[config.mk]
export PLATFORM = sky130hd
export DESIGN_NAME = pipe_ctrl
export DESIGN_NICKNAME = d
export VERILOG_FILES = /design/src/rtl/pipe_pkg.sv /design/src/rtl/pipe_ctrl_sat_counter.sv /design/src/rtl/pipe_ctrl.sv
export SDC_FILE = /design/constraint.sdc
export NUM_CORES = 1
export LEC_CHECK = 0
export CAP_MARGIN = 15
export CORE_MARGIN = 2
export CORE_UTILIZATION = 51
export CTS_CLUSTER_SIZE = 10
export DETAILED_ROUTE_END_ITERATION = 6
export GPL_TIMING_DRIVEN = 0
export HOLD_SLACK_MARGIN = 0.05
export PLACE_DENSITY = 0.8
export SYNTH_ARGS = -nofsm -noshare
export SYNTH_HDL_FRONTEND = slang
export SYNTH_HIERARCHICAL = 1
export SYNTH_SLANG_ARGS = --single-unit
[constraint.sdc]
create_clock -name clk -period 3.4 [get_ports clk]
set_clock_uncertainty 0.2 [all_clocks]
set_input_delay 1.02 -clock clk [delete_from_list [all_inputs] [get_ports clk]]
set_output_delay 1.02 -clock clk [all_outputs]
set_load 0.01 [all_outputs]
[src/rtl/pipe_pkg.sv]
// Shared types for the pipeline sequencer: per-stage metadata and the bubble value.
package pipe_pkg;

  localparam int RD_W   = 5;
  localparam int KILL_W = 3;

  typedef struct packed {
    logic            valid;
    logic [RD_W-1:0] rd;
    logic            wen;
    logic            mem_read;
  } stage_meta_t;

  localparam stage_meta_t BUBBLE = '0;

endpackage

[src/rtl/pipe_ctrl_sat_counter.sv]
// Event counter that sticks at all-ones instead of wrapping.
module sat_counter #(
  parameter int W = 32
) (
  input  logic         clk,
  input  logic         reset,
  input  logic         inc,
  output logic [W-1:0] count
);

  // Count qualifying cycles, holding at the maximum value.
  always_ff @(posedge clk or posedge reset) begin
    if (reset) begin
      count <= '0;
    end else if (inc && (count != '1)) begin
      count <= count + 1'b1;
    end
  end

endmodule

[src/rtl/pipe_ctrl.sv]
// Pipeline sequencer: owns EX/MEM/WB metadata and decides advance, stall,
// bubble or flush each cycle. Priority: mem_busy > redirect > load_stall > advance.
module pipe_ctrl
  import pipe_pkg::*;
#(
  parameter int CNT_W     = 32,
  parameter int FETCH_LAT = 1
) (
  input  logic             clk,
  input  logic             reset,
  input  logic             de_valid,
  input  logic [4:0]       de_rd,
  input  logic             de_wen,
  input  logic             de_mem_read,
  input  logic             load_stall,
  input  logic             ex_redirect,
  input  logic             mem_busy,
  output logic             fetch_stall,
  output logic             de_stall,
  output logic             de_flush,
  output logic             ex_valid,
  output logic [4:0]       ex_rd,
  output logic             mem_read,
  output logic             mem_valid,
  output logic [4:0]       mem_rd,
  output logic             mem_read_r,
  output logic             wb_valid,
  output logic [4:0]       wb_rd,
  output logic [CNT_W-1:0] cnt_load_stall,
  output logic [CNT_W-1:0] cnt_flush,
  output logic [CNT_W-1:0] cnt_mem_busy
);

  localparam logic [KILL_W-1:0] KILL_INIT = KILL_W'(FETCH_LAT);

  stage_meta_t       ex_q, mem_q, wb_q;
  stage_meta_t       de_meta;
  logic [KILL_W-1:0] kill_q;
  logic              kill_active;
  logic              redir;
  logic              do_busy, do_redir, do_ls;
  logic              unused_wb;

  // Resolve the cycle's action by priority; stall/flush are forced low while in reset.
  always_comb begin
    kill_active = (kill_q != '0);
    redir       = ex_redirect & ex_q.valid;
    do_busy     = mem_busy;
    do_redir    = !mem_busy & redir;
    do_ls       = !mem_busy & !redir & load_stall;
    fetch_stall = !reset & (do_busy | do_ls);
    de_stall    = !reset & (do_busy | do_ls);
    de_flush    = !reset & do_redir;
    de_meta          = BUBBLE;
    de_meta.valid    = de_valid & !kill_active;
    de_meta.rd       = de_rd & {RD_W{de_wen}};
    de_meta.wen      = de_wen;
    de_meta.mem_read = de_mem_read;
  end

  // Stage registers: freeze EX/MEM on mem_busy, bubble EX on redirect or load-use.
  always_ff @(posedge clk or posedge reset) begin
    if (reset) begin
      ex_q  <= BUBBLE;
      mem_q <= BUBBLE;
      wb_q  <= BUBBLE;
    end else if (do_busy) begin
      wb_q  <= BUBBLE;
    end else if (do_redir || do_ls) begin
      ex_q  <= BUBBLE;
      mem_q <= ex_q;
      wb_q  <= mem_q;
    end else begin
      ex_q  <= de_meta;
      mem_q <= ex_q;
      wb_q  <= mem_q;
    end
  end

  // Squash window for fetches already in flight when a redirect is taken.
  always_ff @(posedge clk or posedge reset) begin
    if (reset) begin
      kill_q <= '0;
    end else if (!mem_busy) begin
      if (redir) begin
        kill_q <= KILL_INIT;
      end else if (kill_active) begin
        kill_q <= kill_q - 1'b1;
      end
    end
  end

  assign ex_valid   = ex_q.valid;
  assign ex_rd      = ex_q.rd & {RD_W{ex_q.wen}};
  assign mem_read   = ex_q.valid & ex_q.mem_read;
  assign mem_valid  = mem_q.valid;
  assign mem_rd     = mem_q.rd & {RD_W{mem_q.wen}};
  assign mem_read_r = mem_q.valid & mem_q.mem_read;
  assign wb_valid   = wb_q.valid;
  assign wb_rd      = wb_q.rd & {RD_W{wb_q.wen}};
  assign unused_wb  = wb_q.mem_read;

  sat_counter #(.W(CNT_W)) u_cnt_load_stall (
    .clk   (clk),
    .reset (reset),
    .inc   (do_ls),
    .count (cnt_load_stall)
  );

  sat_counter #(.W(CNT_W)) u_cnt_flush (
    .clk   (clk),
    .reset (reset),
    .inc   (do_redir),
    .count (cnt_flush)
  );

  sat_counter #(.W(CNT_W)) u_cnt_mem_busy (
    .clk   (clk),
    .reset (reset),
    .inc   (do_busy),
    .count (cnt_mem_busy)
  );

endmodule

After elaboration in Yosys (flattened, before gate mapping)
Index checks and enable logic that the tools add are counted.
{"block": "totals", "reg_bits": 122, "in_bits": 13, "wordCells": 52}
{"block": "classes", "n_addsub": 4, "eq_ne": 3, "muxes": 4, "n_bitwise": 15, "reduce_logical": 11}
{"operator": "$add A32 B1 Y32 const B", "count": 3}
{"operator": "$ne A32 B32 Y1 const B", "count": 3}
{"operator": "$and A5 B5 Y5", "count": 4}
{"operator": "$mux W8", "count": 2}
{"operator": "$and A1 B1 Y1", "count": 9}
{"operator": "$mux W3", "count": 2}
{"operator": "$logic_not A1 Y1", "count": 4}
{"operator": "$logic_and A1 B1 Y1", "count": 3}
{"operator": "$reduce_bool A3 Y1", "count": 1}
{"operator": "$sub A3 B1 Y3 const B", "count": 1}
{"operator": "$reduce_and A2 Y1", "count": 1}
{"operator": "$reduce_bool A2 Y1", "count": 1}
{"operator": "$logic_or A1 B1 Y1", "count": 1}
{"operator": "$not A1 Y1", "count": 1}
{"operator": "$or A1 B1 Y1", "count": 1}

Longest topological paths before layout
{"block": "depth", "ltp_word": 6, "ltp_mapped": 9, "depth_no_buf": 8}

Cells and area by module
Netlist, hierarchy kept.
{"mod": "sat_counter", "instances": 3, "cells_each": 139, "area_per_inst_um2": 1561.5, "seq_area_each_um2": 800.8}
{"mod": "pipe_ctrl", "instances": 1, "cells_each": 107, "area_per_inst_um2": 1234.9, "seq_area_each_um2": 650.6}

Worst setup path after synthesis
Ideal clock, no wire load.
{"block": "synth_timing", "path_type": "input port to flip-flop", "from": "input mem_busy", "to": "register u_cnt_load_stall.count[31]", "setup_time_ns": 0.125, "arrival_ns": 2.819, "t_required_ns": 3.075, "slack_ns": 0.256, "cell_stages": 9, "path_cell_list": "buf_6 > buf_2 > nor2_1 > clkbuf_2 > nand3_1 > or4_4 > a311oi_4 > nand4_1 > xnor2_1"}
{"block": "synth_between", "elab_chain_cells": 4}
{"element": "from (decl)", "line_no": "pipe_ctrl.sv:17", "source": "input logic mem_busy,"}
{"element": "$logic_not A1 Y1"}
{"element": "$and A1 B1 Y1 (2 in a row)", "line_no": "pipe_ctrl.sv:50", "source": "do_ls = !mem_busy & !redir & load_stall;"}
{"element": "net do_ls", "line_no": "pipe_ctrl.sv:41", "source": "logic do_busy, do_redir, do_ls;"}
{"element": "$logic_and A1 B1 Y1", "line_no": "pipe_ctrl_sat_counter.sv:15", "source": "end else if (inc && (count != '1)) begin"}
{"element": "to (signal assigned)", "line_no": "pipe_ctrl_sat_counter.sv:16", "source": "count <= count + 1'b1;"}
{"element": "to (decl)", "line_no": "pipe_ctrl_sat_counter.sv:8", "source": "output logic [W-1:0] count"}
The timed path passes the listed nets, and every way through them passes these cells.
A chain may end at the register's enable or synchronous reset.

Final worst setup path
{"block": "layout_timing", "from": "input ex_redirect", "to": "output fetch_stall"}
{"block": "layout_between", "elab_chain_cells": 6}
{"element": "from (decl)", "line_no": "pipe_ctrl.sv:16", "source": "input logic ex_redirect,"}
{"element": "$and A1 B1 Y1", "line_no": "pipe_ctrl.sv:47", "source": "redir = ex_redirect & ex_q.valid;"}
{"element": "$logic_not A1 Y1", "line_no": "pipe_ctrl.sv:50"}
{"element": "$and A1 B1 Y1 (2 in a row)", "line_no": "pipe_ctrl.sv:50"}
{"element": "$or A1 B1 Y1", "line_no": "pipe_ctrl.sv:51", "source": "fetch_stall = !reset & (do_busy | do_ls);"}
{"element": "$and A1 B1 Y1", "line_no": "pipe_ctrl.sv:51"}
{"element": "to (decl)", "line_no": "pipe_ctrl.sv:18", "source": "output logic fetch_stall,"}
Every way passes these cells.

==> metrics.cfg <==
[detailed_routing]
vias_per_cell=5.68
routed_wirelength_mm=14.2
remaining_drc_errors=0
drt_first_iter_violations=418
routed_wire_length_per_instance_um=17.0
drt_first_pass_iters=6
ant_nets=0
via_count=4739

[placed_design]
number_of_input_and_output_port_buffers_inserted=130
dpl.hpwl_mm=10.0
placement.cell_area_um2=7480
gp_congestion=0.871

[pwr]
internal_power_mw=3.18
p_total_mw=4.26
sequentialPowerShare_pct=41.3
p_sw_share_pct=25.3
power.share.clock_pct=43.4
total_leakage_power_nw=3.52
power_per_cell_area_nw_per_um2=523
p_switching_mw=1.08
comb_power_share_pct=15.3
vdd_ir_drop_max_v=0.000557

[clock_tree]
cts_tree=done
htree_levels=4
clkSinkCount=122
clkLatencyLatePin_ns=0.41
cts-buffers-inserted=17
path_clk_slew_ns=0.05
cts.path.max_buffers=2
clock-root-buffer=sky130_fd_sc_hd__clkbuf_16
ctsHoldBuffers=0

[synth]
synth.net_count=542
netlist_top_cells_count=122 x sky130_fd_sc_hd__dfrtp_1, 78 x sky130_fd_sc_hd__xnor2_1, 69 x sky130_fd_sc_hd__nand3_1
post_synth.cell_area_avg_um2=11.3
post_synth_num_cell_types=44
syn_area_um2=5920
netlist.area_leader.share_pct=51.6
synth_async_sr_flop_share_pct=100
syn-instance-count=524
yosysMostFrequentCell=sky130_fd_sc_hd__dfrtp_1
number_of_storage_elements_in_the_synthesis_netlist=122
synth_edf_count=0
yosysWarningCount=6
cell_type_with_the_largest_total_area_after_synthesis=sky130_fd_sc_hd__dfrtp_1
yosys_most_used_dff=sky130_fd_sc_hd__dfrtp_1
synth_top_cells_by_area=sky130_fd_sc_hd__dfrtp_1 52%, sky130_fd_sc_hd__xnor2_1 12%, sky130_fd_sc_hd__nand3_1 5.8%
synth.yosys.seq_area_share_pct=51.6

[floorplanning]
dieWidth_um=112
num_rows=39
effective_utilization_at_floorplan_pct=52.1
core_um2=11400
die_ar_um2=12500
floorplan.die.height_um=112
io_pins=132

[global_routing]
grt_pass1_wl_mm=23.8
antenna_found_initial=0
globalRouteTotalUtil_pct=23.6
grt.overflow.total=0
first_global_vias=4821
grt_start_max_net_pins=23

[setup_path]
timing.critical_path.arrival_ns=1.97
path_max_fanout=3
path_cells=dlygate4sd2_1 > nand2_2 > a21oi_2 > nor2_2 > buf_4 > dlygate4sd2_1
cp-start-kind=input port
end_kind=output pin
crit_family=buffers and inverters
critPathRequiredTime_ns=2.18
cp_common_cell=sky130_fd_sc_hd__dlygate4sd2_1
worstSetupPathType=in2out
critPathSlowestCell=sky130_fd_sc_hd__dlygate4sd2_1
cp_slowest_stage_delay_ns=0.27
cp.buffers_inverters=3

[timing]
timing.slew.headroom_pct=50.0
totalNegativeSetupSlack_ns=0
worst_slew_pin_tran_ns=0.748
finalHoldViolations=0
slew_viol_final=0
period_share_pct=93.9
achievable-frequency_ghz=0.313
finalSetupViolations=0
final_period_minus_worst_setup_slack_ns=3.19
rsz0062_at_grt=false

[flow_run]
max_cap_viol_count=0

[final_layout]
multi_input_combinational_cell_area_um2=2730
finalNetCount=698
final_core_utilization_pct=71.7
flow.area_growth_from_synthesis_pct=37.6
fin_area_um2=8150
layout.filler_cells=823
drive_above_1_share_pct=12.4
antenna_cells=0
seq_area_um2=3050

[hold_path]
min_path_type=reg2reg

[status]
run_status=completed

registers in the layout, summed over array words and instances, names as in the netlist:
signal	cells
ex_q	7
ex_valid	1
kill_q	3
mem_q	7
mem_valid	1
u_cnt_flush/count	32
u_cnt_load_stall/count	32
u_cnt_mem_busy/count	32
wb_q	6
wb_valid	1
placed cells by master (no fill, tap or decap), drive strengths merged, types with 2 or more instances in the layout:
cell and n:
a2111oi 3, a21oi 10, a311oi 3, a31oi 6, a41oi 6, and2 18
and3 30, and4 6, buf 11, bufinv 3, clkbuf 32, clkdlybuf4s50 124
clkinv 5, clkinvlp 2, dfrtp 122, dlygate4sd2 3, dlymetal6s2s 2, ha 5
inv 13, mux2 10, mux2i 8, nand2 33, nand3 69, nand4 33
nor2 20, nor2b 7, nor3 3, nor4 6, o211ai 2, o21ai 3
or3 3, or4 3, xnor2 78, xor2 6
cell families after synthesis:
logic type	after synthesis	share of synthesized area [%]
flops	122	51.6
buf+inv	28	2.45
xor+xnor	84	12.4
mux	18	3.64
fa+ha+maj	5	1.06
compound gates	35	6.19
simple gates	232	22.7
per-stage QoR:
step	hold slack [ns]	setup WS (ns)	cells
floorplan	0.267	0.256	524
global placement	0.277	-1.01	797
detailed placement	0.285	-1.02	800
CTS	0.296	0.000730	834
global route	0.310	0.147	835
finish	0.290	0.207	835
path summary, 6_finish.rpt:
| path | startpoint | to | slack (ns) | depth (start not counted) |
|---|---|---|---|---|
| setup / recovery | ex_redirect | fetch_stall | 0.21 | 6 |
| hold / removal | u_cnt_mem_busy/count[10] | u_cnt_mem_busy/count[10] | 0.29 | 1 |
| setup reg to reg | ex_valid | u_cnt_load_stall/count[28] | 0.68 | 10 |
| hold reg to reg | u_cnt_mem_busy/count[10] | u_cnt_mem_busy/count[10] | 0.29 | 1 |
| max in group asynchronous | reset | u_cnt_load_stall/count[4] | 1.75 | 3 |
| min in group asynchronous | reset | u_cnt_mem_busy/count[26] | 0.64 | 2 |
power groups by stage:
stage | clock network [mW] | registers [mW] | logic [mW]
final | 1.85 | 1.76 | 0.651
after global routing | 1.95 | 1.78 | 0.713
after CTS | 1.88 | 1.76 | 0.656
after detailed placement | 0 | 1.78 | 0.649
after global placement | 0 | 1.77 | 0.618
after floorplan | 0 | 1.78 | 0.311
per-layer routing:
metal  share of wire (%)  track usage, %  vias to the layer above
met5                   0               0                        -
met4                 1.8            10.1                        0
met3                 6.4            6.53                       28
met2                  50            38.0                      193
met1                  42            30.3                     2332
li1                    -               -                     2186
final cells by class:
class                      instances  share of cell area (%)
clock inverter                     8                    1.41
timing repair buffer             136                    17.4
buffer                            14                    1.14
timing repair inverter             1                  0.0614
multi-input combinational        374                    33.5
clock buffer                      23                    6.11
inverter                          14                   0.691
tap                              143                    2.20
sequential                       122                    37.5
timing repair:
| action | 4_1_cts | 5_1_grt |
|---|---|---|
| resized for setup | 9 | 2 |
| buffers inserted | 2 | 1 |
| pin swaps | 2 | 1 |
| setup endpoints to repair | 10 | 11 |
| cloned | 1 | 0 |
Power figures use the tool's default switching activity.
